==> config.mk <==
export PLATFORM = sky130hd
export DESIGN_NAME = ibuf_fetch_arbiter_flat
export DESIGN_NICKNAME = d
export VERILOG_FILES = /design/src/rtl/ibuf_fetch_arbiter_if.sv /design/src/rtl/ibuf_fetch_arbiter.sv /design/src/flat_wrapper.sv
export SDC_FILE = /design/constraint.sdc
export NUM_CORES = 1
export LEC_CHECK = 0
export ABC_AREA = 1
export CAP_MARGIN = 20
export CORE_AREA = 5 5 197 199
export DETAILED_ROUTE_END_ITERATION = 8
export DIE_AREA = 0 0 202 204
export GPL_ROUTABILITY_DRIVEN = 0
export PLACE_DENSITY = 0.68
export SLEW_MARGIN = 20
export SYNTH_ARGS = -nofsm -noshare
export SYNTH_HDL_FRONTEND = slang
export SYNTH_SLANG_ARGS = --single-unit
==> constraint.sdc <==
create_clock -name clk -period 2.73 [get_ports clk]
set_input_delay 0.6825 -clock clk [delete_from_list [all_inputs] [get_ports clk]]
set_output_delay 0.6825 -clock clk [all_outputs]
set_load 0.02 [all_outputs]
==> src/rtl/ibuf_fetch_arbiter_if.sv <==
// Bundle of the requester-side and instruction-buffer-side signals of the
// fetch arbiter; master is the arbiter, slave is the surrounding logic.
interface ibuf_fetch_arbiter_if #(
  parameter int NUM_REQ = 4
);
  // Handshake: req[i] is a level held until its grant pulse. grant, done,
  // timeout_err and tag_err are single-cycle pulses. fetch_rd_en is a
  // one-cycle strobe the buffer always accepts (no ready). fetchwave_ack is a
  // one-cycle valid that qualifies wave_instr and wave_tag.
  logic [NUM_REQ-1:0]    req;
  logic [32*NUM_REQ-1:0] req_addr;
  logic [39*NUM_REQ-1:0] req_tag;
  logic [NUM_REQ-1:0]    grant;
  logic [NUM_REQ-1:0]    done;
  logic [31:0]           done_instr;
  logic [38:0]           done_tag;
  logic                  timeout_err;
  logic [3:0]            err_id;
  logic                  tag_err;
  logic                  fetch_rd_en;
  logic [31:0]           fetch_addr;
  logic [38:0]           fetch_tag;
  logic                  fetchwave_ack;
  logic [31:0]           wave_instr;
  logic [38:0]           wave_tag;
  logic [1:0]            dbg_state;

  modport master (
    input  req, req_addr, req_tag, fetchwave_ack, wave_instr, wave_tag,
    output grant, done, done_instr, done_tag, timeout_err, err_id, tag_err,
    output fetch_rd_en, fetch_addr, fetch_tag, dbg_state
  );

  modport slave (
    output req, req_addr, req_tag, fetchwave_ack, wave_instr, wave_tag,
    input  grant, done, done_instr, done_tag, timeout_err, err_id, tag_err,
    input  fetch_rd_en, fetch_addr, fetch_tag, dbg_state
  );
endinterface

==> src/rtl/ibuf_fetch_arbiter.sv <==
// Round-robin sequencer sharing the single instruction-buffer fetch port;
// one fetch outstanding, tag-checked responses and a wait watchdog.
module ibuf_fetch_arbiter #(
  parameter int NUM_REQ = 4,
  parameter int TIMEOUT = 15
) (
  input logic                   clk,
  input logic                   rst,
  ibuf_fetch_arbiter_if.master  bus
);

  typedef enum logic [1:0] {
    IDLE  = 2'd0,
    ISSUE = 2'd1,
    WAIT  = 2'd2
  } state_t;

  state_t              state;
  logic [3:0]          cur_id;
  logic [3:0]          rr_ptr;
  logic [31:0]         cur_addr;
  logic [38:0]         cur_tag;
  logic [7:0]          wait_cnt;

  logic [15:0]         req_pad;
  logic [4:0]          cand;
  logic                pick_valid;
  logic [3:0]          pick_id;
  logic [31:0]         pick_addr;
  logic [38:0]         pick_tag;
  logic [NUM_REQ-1:0]  pick_oh;
  logic [NUM_REQ-1:0]  cur_oh;
  logic                tag_match;

  assign bus.dbg_state = state;

  // Search rr_ptr+1, rr_ptr+2, ... wrapping at NUM_REQ; first set bit wins.
  always_comb begin
    req_pad    = 16'(bus.req);
    pick_valid = 1'b0;
    pick_id    = '0;
    cand       = '0;
    for (int k = 1; k <= NUM_REQ; k++) begin
      cand = {1'b0, rr_ptr} + 5'(k);
      if (cand >= 5'(NUM_REQ)) cand = cand - 5'(NUM_REQ);
      if (!pick_valid && req_pad[cand[3:0]]) begin
        pick_valid = 1'b1;
        pick_id    = cand[3:0];
      end
    end
  end

  always_comb begin
    pick_addr = '0;
    pick_tag  = '0;
    pick_oh   = '0;
    cur_oh    = '0;
    for (int i = 0; i < NUM_REQ; i++) begin
      if (4'(i) == pick_id) begin
        pick_addr  = bus.req_addr[32*i +: 32];
        pick_tag   = bus.req_tag[39*i +: 39];
        pick_oh[i] = 1'b1;
      end
      if (4'(i) == cur_id) cur_oh[i] = 1'b1;
    end
  end

  assign tag_match = bus.fetchwave_ack && (bus.wave_tag == cur_tag);

  // grant and fetch_* are loaded on the IDLE->ISSUE edge so they are high
  // exactly during the ISSUE cycle.
  always_ff @(posedge clk or negedge rst) begin
    if (!rst) begin
      state           <= IDLE;
      cur_id          <= '0;
      cur_addr        <= '0;
      cur_tag         <= '0;
      rr_ptr          <= 4'(NUM_REQ-1);
      wait_cnt        <= '0;
      bus.grant       <= '0;
      bus.done        <= '0;
      bus.done_instr  <= '0;
      bus.done_tag    <= '0;
      bus.timeout_err <= 1'b0;
      bus.err_id      <= '0;
      bus.tag_err     <= 1'b0;
      bus.fetch_rd_en <= 1'b0;
      bus.fetch_addr  <= '0;
      bus.fetch_tag   <= '0;
    end else begin
      bus.grant       <= '0;
      bus.done        <= '0;
      bus.timeout_err <= 1'b0;
      bus.tag_err     <= 1'b0;
      bus.fetch_rd_en <= 1'b0;
      case (state)
        IDLE: begin
          bus.tag_err <= bus.fetchwave_ack;
          if (pick_valid) begin
            cur_id          <= pick_id;
            cur_addr        <= pick_addr;
            cur_tag         <= pick_tag;
            rr_ptr          <= pick_id;
            bus.grant       <= pick_oh;
            bus.fetch_rd_en <= 1'b1;
            bus.fetch_addr  <= pick_addr;
            bus.fetch_tag   <= pick_tag;
            state           <= ISSUE;
          end
        end
        ISSUE: begin
          bus.tag_err <= bus.fetchwave_ack;
          wait_cnt    <= '0;
          state       <= WAIT;
        end
        WAIT: begin
          wait_cnt <= wait_cnt + 8'd1;
          if (tag_match) begin
            // A matching ack on the watchdog cycle still completes normally.
            bus.done       <= cur_oh;
            bus.done_instr <= bus.wave_instr;
            bus.done_tag   <= bus.wave_tag;
            state          <= IDLE;
          end else begin
            bus.tag_err <= bus.fetchwave_ack;
            if (wait_cnt == 8'(TIMEOUT-1)) begin
              bus.timeout_err <= 1'b1;
              bus.err_id      <= cur_id;
              state           <= IDLE;
            end
          end
        end
        default: state <= IDLE;
      endcase
    end
  end

endmodule

==> src/flat_wrapper.sv <==
// flat-port wrapper written by rule: the top's interface ports become plain ports
module ibuf_fetch_arbiter_flat 
#(
  parameter int NUM_REQ = 4,
  parameter int TIMEOUT = 15
)
  (clk, rst, bus_req, bus_req_addr, bus_req_tag, bus_fetchwave_ack, bus_wave_instr, bus_wave_tag, bus_grant, bus_done, bus_done_instr, bus_done_tag, bus_timeout_err, bus_err_id, bus_tag_err, bus_fetch_rd_en, bus_fetch_addr, bus_fetch_tag, bus_dbg_state);
  ibuf_fetch_arbiter_if #(.NUM_REQ(NUM_REQ)) bus_i ();
  input logic clk;
  input logic rst;
  input wire logic [$bits(bus_i.req)-1:0] bus_req;
  input wire logic [$bits(bus_i.req_addr)-1:0] bus_req_addr;
  input wire logic [$bits(bus_i.req_tag)-1:0] bus_req_tag;
  input wire logic [$bits(bus_i.fetchwave_ack)-1:0] bus_fetchwave_ack;
  input wire logic [$bits(bus_i.wave_instr)-1:0] bus_wave_instr;
  input wire logic [$bits(bus_i.wave_tag)-1:0] bus_wave_tag;
  output wire logic [$bits(bus_i.grant)-1:0] bus_grant;
  output wire logic [$bits(bus_i.done)-1:0] bus_done;
  output wire logic [$bits(bus_i.done_instr)-1:0] bus_done_instr;
  output wire logic [$bits(bus_i.done_tag)-1:0] bus_done_tag;
  output wire logic [$bits(bus_i.timeout_err)-1:0] bus_timeout_err;
  output wire logic [$bits(bus_i.err_id)-1:0] bus_err_id;
  output wire logic [$bits(bus_i.tag_err)-1:0] bus_tag_err;
  output wire logic [$bits(bus_i.fetch_rd_en)-1:0] bus_fetch_rd_en;
  output wire logic [$bits(bus_i.fetch_addr)-1:0] bus_fetch_addr;
  output wire logic [$bits(bus_i.fetch_tag)-1:0] bus_fetch_tag;
  output wire logic [$bits(bus_i.dbg_state)-1:0] bus_dbg_state;
  assign bus_i.req = bus_req;
  assign bus_i.req_addr = bus_req_addr;
  assign bus_i.req_tag = bus_req_tag;
  assign bus_i.fetchwave_ack = bus_fetchwave_ack;
  assign bus_i.wave_instr = bus_wave_instr;
  assign bus_i.wave_tag = bus_wave_tag;
  assign bus_grant = bus_i.grant;
  assign bus_done = bus_i.done;
  assign bus_done_instr = bus_i.done_instr;
  assign bus_done_tag = bus_i.done_tag;
  assign bus_timeout_err = bus_i.timeout_err;
  assign bus_err_id = bus_i.err_id;
  assign bus_tag_err = bus_i.tag_err;
  assign bus_fetch_rd_en = bus_i.fetch_rd_en;
  assign bus_fetch_addr = bus_i.fetch_addr;
  assign bus_fetch_tag = bus_i.fetch_tag;
  assign bus_dbg_state = bus_i.dbg_state;
  ibuf_fetch_arbiter #(.NUM_REQ(NUM_REQ), .TIMEOUT(TIMEOUT)) u_core (.clk(clk), .rst(rst), .bus(bus_i));
endmodule
==> out/results.md <==
| Parameter | Value | Unit |
|---|---|---|
| Status | finished with violations | - |
| Failing checks | negative setup slack | - |
| Maximum Capacitance Violations | 0 | - |
| Cell count after synthesis | 1417 | - |
| Cell area after layout | 18600 | um^2 |
| Later-pin clock latency in the skew report | 450 | ps |
| Most crowded layer after global routing | met2 | - |
| Cell Pwr Density | 313 | nW/um^2 |
| Final number of hold-violating endpoints | 0 | - |
| Slew HR | 68.7 | % |
| Crit end category | register | - |
| Post-synthesis to final-layout area growth | 84.6 | % |
| Signal arrival time at the worst endpoint | 3440 | ps |
| Detailed-route via count | 12000 | - |
| Total cell area at the placement stage | 16600 | um^2 |
| Area share of the largest cell type after synthesis | 42.5 | % |
| Netlist area before placement | 10100 | um^2 |
| Die H | 204 | um |
| Required time at the worst-slack endpoint | 3070 | ps |
| Start-to-end type of the worst setup path | register to register | - |
| Path type of the worst min-delay path | primary input to asynchronous set/reset pin | - |
| Total DRC errors in the routed layout | 0 | - |
| GR Layer Usage met1 | 27.7 | % |
| Number of top-level design ports | 521 | - |
| Post-detailed-route wirelength per cell | 19.4 | um |
| Mean instance size in the synthesized netlist | 7.11 | um^2 |
| Critical Path Fanout Max | 10 | - |
| Clock Skew | 9.82 | ps |
| Via count of the first global-routing pass | 11700 | - |
| Hold bufs inserted after CTS | 0 | - |
| Number of port buffers | 520 | - |
| Antenna violation net count after detailed routing | 0 | - |
| Number of buffers created by CTS | 17 | - |
| Synth warn | 0 | - |
| Deepest level of the CTS H-tree | 4 | - |
| Commonest non-fill, non-tap cell in the layout | clkdlybuf4s50_1 | - |
| DPL Wire Length | 37.1 | mm |
| Layout cell share with drive strength beyond 1 | 17.2 | % |
| Length of the first detailed-routing pass in iterations | 6 | - |
| Prevailing post-synth register cell | dfrtp_1 | - |
| Slew at the pin with the worst max-slew slack | 465 | ps |
| Buffer type at the clock tree root | clkbuf_16 | - |
| Leakage Power | 8.92 | nW |
| Routed WL | 48.9 | mm |
| Post-route minimum period | 3100 | ps |
| Area enclosed by the die boundary | 41200 | um^2 |
| Remaining Overflow, GRT | 0 | - |
| Unrepaired setup endpoints after global routing | yes | - |
| DR vias/cell | 4.76 | - |
| Most used cells in the layout excluding fill and tap cells | 519 x clkdlybuf4s50_1, 386 x nand2_1, 171 x dfrtp_1 | - |
| Number of antenna violations at the first check in global routing | 2 | - |
| Setup ws final | -370 | ps |
| Area of the core | 37000 | um^2 |
| Overall power | 5.83 | mW |
| Startpoint of the lowest-slack register-to-register path | u_core.rr_ptr[1] | - |
| Pin count of the biggest net entering global routing | 71 | - |
| Ranking of synthesized cells by area | dfrtp_1 42%, nand2_1 17%, nand3_1 7.6% | - |
| Met3 track demand over resource in global routing | 4.62 | % |
| Number of placed cells counting well taps | 2454 | - |
| TritonCTS Sinks | 173 | - |
| Register area share after synthesis | 43.0 | % |
| Initial drt markers | 745 | - |
| Crit. Startpoint | u_core.rr_ptr[1] | - |
| Distinct cell type count of the synthesized netlist | 36 | - |
| Count of state elements after synthesis | 173 | - |
| Minimum setup slack after placement | -460 | ps |
| Post-synth ARST share | 100 | % |
| Post-synth top area cell | dfrtp_1 | - |
| Count of pins over their slew limit | 0 | - |
| Count of endpoints failing setup in the final report | 78 | - |
| Number of flops mapped to enable cells by yosys | 0 | - |
| Highest ir drop seen on vdd | 0.352 | mV |
| Clock tree from TritonCTS | built | - |
| Count of non-filler cells in the finished layout | 2525 | - |
| Minimum hold slack | 151 | ps |
| Clock-pin transition on the worst setup and hold timing paths | 70 | ps |
| Initial core utilization | 27.2 | % |
| Wire length of the first global-routing pass | 69.7 | mm |
| Die span in x | 202 | um |
| Post-layout nets | 2420 | - |
| Number of core rows | 71 | - |
| Number of nets in the synthesized netlist | 1800 | - |
| Nature of the critical path startpoint | register | - |
| CTS max path bufs | 2 | - |
| GRT met2 Usage | 37.0 | % |
| Total Routing Usage GR | 21.8 | % |
| Final Cycle Share | 114 | % |
| Fmax achieved | 0.323 | GHz |
## critical path: stages (launching register included)
cell	delay, ps
dfstp_2	620
buf_6	140
ha_4	140
inv_2	30
nand2_2	50
nand2_2	50
ha_2	310
inv_1	40
nand2_1	60
nand2_2	80
nand2_4	100
nand2_4	80
nor2_4	130
nand3_2	120
nand3_4	130
buf_12	130
nor2_4	40
buf_12	140
buf_8	120
buf_16	140
nand2_2	70
nand3_2	70
nor2_2	130
nor2_1	50
## cell type report
| type | instances | area (um^2) |
|---|---|---|
| antenna | 2 | 5.00 |
| clock buffer | 19 | 443 |
| clock inverter | 12 | 114 |
| fill | 3468 | 18400 |
| inverter | 168 | 641 |
| multi-input combinational | 1001 | 5440 |
| sequential | 173 | 4330 |
| tap | 474 | 593 |
| timing repair buffer | 676 | 7030 |
## final timing paths
check                                            endpoint  cells past startpoint  slack (ps)
worst max-delay path            u_core.bus.fetch_addr[23]                     23        -370
min in group clk                  u_core.bus.done_tag[16]                      2         480
worst min register to register    u_core.bus.done_tag[16]                      2         480
worst min-delay path              u_core.bus.done_tag[28]                      1         150
worst max register to register  u_core.bus.fetch_addr[23]                     23        -370
max in group asynchronous       u_core.bus.fetch_addr[12]                      2        1830
## what timing repair did
item	in CTS	in global routing
gates resized for setup	69	186
endpoints found under the setup margin	78	84
pin swaps	21	51
setup buffers	11	19
endpoints found under the hold margin	0	0
gates cloned	4	8
## synthesized netlist by cell type (2+ instances only)
master	count
o21ai_0	137
dfrtp_1	171
nor4_1	5
nand3_2	2
nor2_1	110
nor3_1	6
dfstp_2	2
buf_4	11
nand3b_1	26
nor2_4	3
o22ai_1	3
buf_2	27
inv_1	162
nand4_1	18
nand3_1	153
nor2_2	2
inv_2	5
xnor2_1	23
nand2_2	5
a21oi_1	4
nand2_1	450
xor2_1	9
buf_6	2
ha_1	21
clkbuf_1	34
o21ai_1	16
## report_power, final
group	total (mW)	internal, mW	switching [mW]
logic	0.847	0.557	0.291
clock network	2.40	1.28	1.12
registers	2.58	2.57	0.00789
## routing by layer
metal / routed length, um / vias up / share of wire [%]
met3: 3580 / 93 / 7.3
met1: 19700 / 5628 / 40
met4: 1410 / 0 / 2.9
met5: 0 / - / 0
li1: - / 5727 / -
met2: 24200 / 582 / 49
## through the flow
| step | setup TNS (ps) | util, % |
|---|---|---|
| final | -22070 | 50.2 |
| after global routing | -34280 | 50.2 |
| after CTS | -14700 | 47.5 |
| after detailed placement | -52730 | 44.8 |
| after global placement | -49170 | 44.8 |
| after floorplan | 0 | - |
## registers in the layout, indices dropped and copies added (netlist names)
name                    flops
u_core.bus.dbg_state        2
u_core.bus.done             4
u_core.bus.done_instr      32
u_core.bus.done_tag        39
u_core.bus.err_id           4
u_core.bus.fetch_addr      32
u_core.bus.fetch_rd_en      1
u_core.bus.grant            4
u_core.bus.tag_err          1
u_core.bus.timeout_err      1
u_core.cur_id               2
u_core.cur_tag             39
u_core.rr_ptr               4
u_core.wait_cnt             8
## cell families after synthesis
logic type      Yosys count  share of synthesized area [%]
fa+ha+maj                21                           2.61
simple gates            784                           33.4
flops                   173                           43.0
compound gates          164                           8.31
xor+xnor                 32                           2.78
buf+inv                 243                           9.96
(Power assumes the default switching activity.)
